### config.mk
export PLATFORM = sky130hd
export DESIGN_NAME = bcd_convert_arbiter
export DESIGN_NICKNAME = d
export VERILOG_FILES = /design/src/rtl/bcd_arb_pkg.sv /design/src/rtl/div_mod.sv /design/src/rtl/bcd_convert_arbiter.sv
export SDC_FILE = /design/constraint.sdc
export NUM_CORES = 1
export LEC_CHECK = 0
export CORE_ASPECT_RATIO = 0.8
export CORE_UTILIZATION = 51
export CTS_BUF_LIST = sky130_fd_sc_hd__clkbuf_4 sky130_fd_sc_hd__clkbuf_8
export DETAILED_ROUTE_END_ITERATION = 6
export GPL_ROUTABILITY_DRIVEN = 0
export PLACE_DENSITY = 0.77
export SLEW_MARGIN = 25
export SYNTH_ARGS = -nofsm -noshare
export SYNTH_HDL_FRONTEND = slang
export SYNTH_HIERARCHICAL = 1
export SYNTH_SLANG_ARGS = --single-unit
### constraint.sdc
create_clock -name clk -period 3.8 [get_ports clk]
set_input_delay 0.76 -clock clk [delete_from_list [all_inputs] [get_ports clk]]
set_output_delay 0.76 -clock clk [all_outputs]
set_load 0.03 [all_outputs]
### src/rtl/bcd_arb_pkg.sv
// rtl/bcd_arb_pkg.sv - shared types and constants for the BCD conversion arbiter
package bcd_arb_pkg;

    typedef enum logic [1:0] {
        IDLE    = 2'd0,
        CONVERT = 2'd1,
        DONE    = 2'd2
    } state_t;

    localparam int BCD_BASE = 10;
    localparam int DIGIT_W  = 4;

endpackage

### src/rtl/div_mod.sv
// rtl/div_mod.sv - combinational divide/modulo by a constant base
module div_mod #(
    parameter int BASE  = 10,
    parameter int W_IN  = 9,
    parameter int W_MOD = 4,
    parameter int W_DIV = 9
) (
    input  logic [W_IN-1:0]  a,
    output logic [W_MOD-1:0] mod,
    output logic [W_DIV-1:0] div
);

    localparam logic [W_IN-1:0] B = W_IN'(BASE);

    assign mod = W_MOD'(a % B);
    assign div = W_DIV'(a / B);

endmodule

### src/rtl/bcd_convert_arbiter.sv
// rtl/bcd_convert_arbiter.sv - round-robin shared binary-to-BCD converter, one digit per clock
module bcd_convert_arbiter
    import bcd_arb_pkg::*;
#(
    parameter int N_REQ    = 2,
    parameter int W_IN     = 9,
    parameter int N_DIGITS = 3
) (
    input  logic                          clk,
    input  logic                          rst_n,
    input  logic [N_REQ-1:0]              req,
    input  logic [N_REQ*W_IN-1:0]         value,
    output logic [N_REQ-1:0]              grant,
    output logic                          busy,
    output logic                          done,
    output logic [$clog2(N_REQ)-1:0]      done_id,
    output logic [N_DIGITS*DIGIT_W-1:0]   digits,
    output logic                          ovf
);

    localparam int SEL_W = $clog2(N_REQ);
    localparam int IDX_W = $clog2(N_DIGITS + 1);
    localparam logic [IDX_W-1:0] LAST_IDX = IDX_W'(N_DIGITS - 1);

    state_t                        state;
    logic [SEL_W-1:0]              last;
    logic [SEL_W-1:0]              sel_next;
    logic [W_IN-1:0]               work;
    logic [W_IN-1:0]               operand;
    logic [IDX_W-1:0]              idx;
    logic [N_DIGITS*DIGIT_W-1:0]   shadow;
    logic [DIGIT_W-1:0]            mod;
    logic [W_IN-1:0]               div;

    // First set request strictly after the previous winner, wrapping around.
    function automatic logic [SEL_W-1:0] rr_pick(input logic [N_REQ-1:0] r,
                                                  input logic [SEL_W-1:0] l);
        logic [SEL_W-1:0] pick;
        logic             found;
        int               c;
        pick  = l;
        found = 1'b0;
        for (int k = 1; k <= N_REQ; k++) begin
            c = (int'(l) + k) % N_REQ;
            if (!found && r[c]) begin
                pick  = SEL_W'(c);
                found = 1'b1;
            end
        end
        return pick;
    endfunction

    always_comb begin
        sel_next = rr_pick(req, last);
        operand  = '0;
        for (int k = 0; k < N_REQ; k++) begin
            if (sel_next == SEL_W'(k)) operand = value[k*W_IN +: W_IN];
        end
    end

    div_mod #(
        .BASE  (BCD_BASE),
        .W_IN  (W_IN),
        .W_MOD (DIGIT_W),
        .W_DIV (W_IN)
    ) u_div_mod (
        .a   (work),
        .mod (mod),
        .div (div)
    );

    assign busy = (state != IDLE);

    always_ff @(posedge clk or negedge rst_n) begin
        if (!rst_n) begin
            state   <= IDLE;
            last    <= SEL_W'(N_REQ - 1);
            work    <= '0;
            idx     <= '0;
            shadow  <= '0;
            grant   <= '0;
            done    <= 1'b0;
            done_id <= '0;
            digits  <= '0;
            ovf     <= 1'b0;
        end else begin
            done <= 1'b0;
            case (state)
                IDLE: begin
                    if (|req) begin
                        grant <= {{(N_REQ-1){1'b0}}, 1'b1} << sel_next;
                        work  <= operand;
                        idx   <= '0;
                        last  <= sel_next;
                        state <= CONVERT;
                    end
                end
                CONVERT: begin
                    for (int k = 0; k < N_DIGITS; k++) begin
                        if (idx == IDX_W'(k)) shadow[k*DIGIT_W +: DIGIT_W] <= mod;
                    end
                    work <= div;
                    idx  <= idx + 1'b1;
                    if (idx == LAST_IDX) state <= DONE;
                end
                DONE: begin
                    // Leftover quotient means the operand did not fit: saturate to all nines.
                    digits  <= (work != '0) ? {N_DIGITS{DIGIT_W'(9)}} : shadow;
                    ovf     <= (work != '0);
                    done_id <= last;
                    done    <= 1'b1;
                    grant   <= '0;
                    state   <= IDLE;
                end
                default: state <= IDLE;
            endcase
        end
    end

endmodule

==> results.sh <==
export IMPL_placed_area_sq_um=3060
export IMPL_cpLargestDelayFamily="compound AO/OA/AOI/OAI gates"
export IMPL_critPathMaxFanout=6
export IMPL_worst_hold_slack_ps=439.3
export IMPL_synthCells=260
export IMPL_grt_pass1_wl_um=9625
export IMPL_hpwl_um=4212
export IMPL_rr_worst_depth=17
export IMPL_critPathCaptureType="register"
export IMPL_multi_input_area_sq_um=1395
export IMPL_peakVddDrop_v=0.0007029
export IMPL_nFillCells=361
export IMPL_async_flop_share=1.000
export IMPL_antenna_left=0
export IMPL_pin_count=40
export IMPL_yosys_area_share_simple=0.1637
export IMPL_max_clock_path_buffers=2
export IMPL_startpoint_type="register"
export IMPL_r2r_end="work[0]$_DFFE_PN0P_"
export IMPL_finalSetupViolations=0
export IMPL_portBuffers=39
export IMPL_synth_edff_count=0
export IMPL_crit_chain="buf_6 -> or3b_1 -> a31o_1 -> o311ai_2 -> buf_4 -> xnor2_1 -> nand3_1 -> o211a_1 -> ha_1 -> o21bai_2 -> maj3_2 -> a2111o_1 -> o21ai_2 -> inv_1 -> or3_1 -> o21ai_0 -> a21oi_1"
export IMPL_post_route_util=0.7008
export IMPL_cp_num_buf_inv=3
export IMPL_tightestPinTransition_ps=807.2
export IMPL_ys_warn_count=6
export IMPL_mostFrequentLayoutCells="38 x clkdlybuf4s50_1, 36 x dfrtp_1, 27 x buf_4"
export IMPL_timing_final_crit_period_ps=3714
export IMPL_ys_seq_area_frac=0.4133
export IMPL_cts_sinks=43
export IMPL_ff2ff_setup_slack_ps=90
export IMPL_core_area_sq_um=4735
export IMPL_n_antenna_cell=0
export IMPL_synth_compound_area_frac=0.2108
export IMPL_synth_area_mux_share=0.09025
export IMPL_synth_fa_ha_area_frac=0.03217
export IMPL_grt_pass1_vias=2024
export IMPL_drive_gt1_frac=0.2327
export IMPL_fmax_mhz=269.2
export IMPL_nNetsFinal=344
export IMPL_finalClockSkew_ps=4.509
export IMPL_ys_flop_type="dfrtp_1"
export IMPL_htree_levels=2
export IMPL_initial_core_util=0.5505
export IMPL_drt_iter0_markers=157
export IMPL_rows=22
export IMPL_crit_path_start="work[4]$_DFFE_PN0P_"
export IMPL_grt_overflow=0
export IMPL_p_leak_nw=1.439
export IMPL_track_usage=0.2380
export IMPL_route_vias_total=2214
export IMPL_wl_per_cell_um=16.70
export IMPL_cp_required_ps=3950
export IMPL_slew_headroom=0.4599
export IMPL_antenna_found_initial=0
export IMPL_insertion_delay_ps=290
export IMPL_fin_area_sq_um=3318
export IMPL_min_period_over_period=0.9774
export IMPL_r2r_start="work[4]$_DFFE_PN0P_"
export IMPL_crit_end="work[0]$_DFFE_PN0P_"
export IMPL_avgSynthCellArea_sq_um=10.02
export IMPL_final_common_cell="clkdlybuf4s50_1"
export IMPL_clk_pin_slew_ps=80
export IMPL_powerDensity_nw_per_um2=1099
export IMPL_drc=0
export IMPL_wirelength_um=6313
export IMPL_drv_cap=0
export IMPL_grt_max_degree=44
export IMPL_slowest_stage="dfrtp_2"
export IMPL_dieWidth_um=81.93
export IMPL_crit_cells=17
export IMPL_hold_path_class="in -> async"
export IMPL_cts_made_buffers=5
export IMPL_synth_xor_area_share=0.02688
export IMPL_area_growth_pct=27.32
export IMPL_slew_violations=0
export IMPL_total_power_mw=3.645
export IMPL_register_area_sq_um=1085
export IMPL_vias_per_cell=5.857
export IMPL_outcome="completed"
export IMPL_syn_area_sq_um=2606
export IMPL_cp_arrival_ps=3870
export IMPL_die_y_um=65.94
export IMPL_max_stage_delay_ps=450
export IMPL_synth_top_family_by_area="compound AO/OA/AOI/OAI gates"
export IMPL_worstSetupPathType="reg -> reg"
export IMPL_cts_tree="built"
export IMPL_dr_pass1_iters=4
export IMPL_synth_seq_cells=43
export IMPL_hold_viol=0
export IMPL_clockRootBuffer="clkbuf_8"
export IMPL_die_area_sq_um=5402
export IMPL_synth_cell_types=68
## layer usage
layer / global-route usage / up-vias / share of wire
li1: - / 1060 / -
met1: 0.3434 / 1064 / 0.48
met2: 0.3616 / 78 / 0.45
met3: 0.04828 / 12 / 0.060
met4: 0.06360 / 0 / 0.014
met5: 0 / - / 0
## worst min path at each step
stage / slack [ps] / endpoint / start
finish: 440 / grant[1]$_DFFE_PN0P_ / rst_n
global route: 490 / grant[1]$_DFFE_PN0P_ / rst_n
CTS: 490 / done_id$_DFFE_PN0P_ / done_id$_DFFE_PN0P_
detailed placement: 470 / done_id$_DFFE_PN0P_ / done_id$_DFFE_PN0P_
global placement: 460 / digits[11]$_DFFE_PN0P_ / shadow[11]$_DFFE_PN0P_
floorplan: 450 / digits[0]$_DFFE_PN0P_ / shadow[0]$_DFFE_PN0P_
## registers in the layout (all words and copies together), names as in the netlist
signal / count
state: 2
done: 1
grant: 2
idx: 2
done_id: 1
work: 9
last: 1
ovf: 1
digits: 12
shadow: 12
## timing repair
item / 4_1_cts / 5_1_grt
setup endpoints to repair: 1 / 10
hold buffers: 0 / 0
pin swaps: 0 / 4
resized for setup: 2 / 11
buffers inserted: 0 / 15
## worst reg2reg max path: cells and delay by family, from the launching register on
kind                       cells  cell delay (ps)
buffers and inverters          3              390
xor gates and xnor gates       1              110
and+or+nand+nor                3              750
DFF                            1              450
adders and majority gates      2              510
AOI/OAI and AO/OA              8             1370
## kinds of logic after synthesis
logic type / Yosys count
compound gates: 76
simple gates: 70
flops: 43
buf+inv: 33
mux: 22
xor+xnor: 8
fa+ha+maj: 7
other cells: 1
## through the flow
step                      instances  setup WS [ps]  TNS, ps
after floorplan                 262          240.6        0
after global placement          355          137.6        0
after detailed placement        355         -45.12   -45.12
after CTS                       363          10.83        0
after global routing            378         -31.34   -31.34
final                           378          85.85        0
## power by group
part	internal [mW]	switching, mW	total (mW)
Combinational	1.15	1.22	2.37
Sequential	0.670	0.248	0.918
Clock	0.196	0.163	0.358
## cell type report
cell class	count	share of cell area
tap	60	0.02262
clock inverter	3	0.01320
clock buffer	5	0.02074
inverter	15	0.01697
multi-input combinational	186	0.4204
timing repair buffer	66	0.1791
sequential	43	0.3269
## cell usage after synthesis, drive strengths merged, types with 3 or more instances
master	count	area, sq um
a21oi	12	60.06
nand3	3	15.01
xor2	3	26.28
mux2	12	135.1
or3	9	57.56
nor3	3	15.01
inv	15	56.30
nor2	16	72.57
nand2b	3	18.77
nor2b	4	25.02
a31oi	5	31.28
buf	12	80.07
xnor2	5	43.79
o22ai	3	18.77
o311ai	3	26.28
mux2i	10	100.1
nand2	17	71.32
dfrtp	42	1051
o21ai	18	93.84
ha	5	62.56
a22oi	3	22.52
clkbuf	6	23.77
o22a	6	52.55
a22o	6	52.55
(Power assumes the default switching activity.)
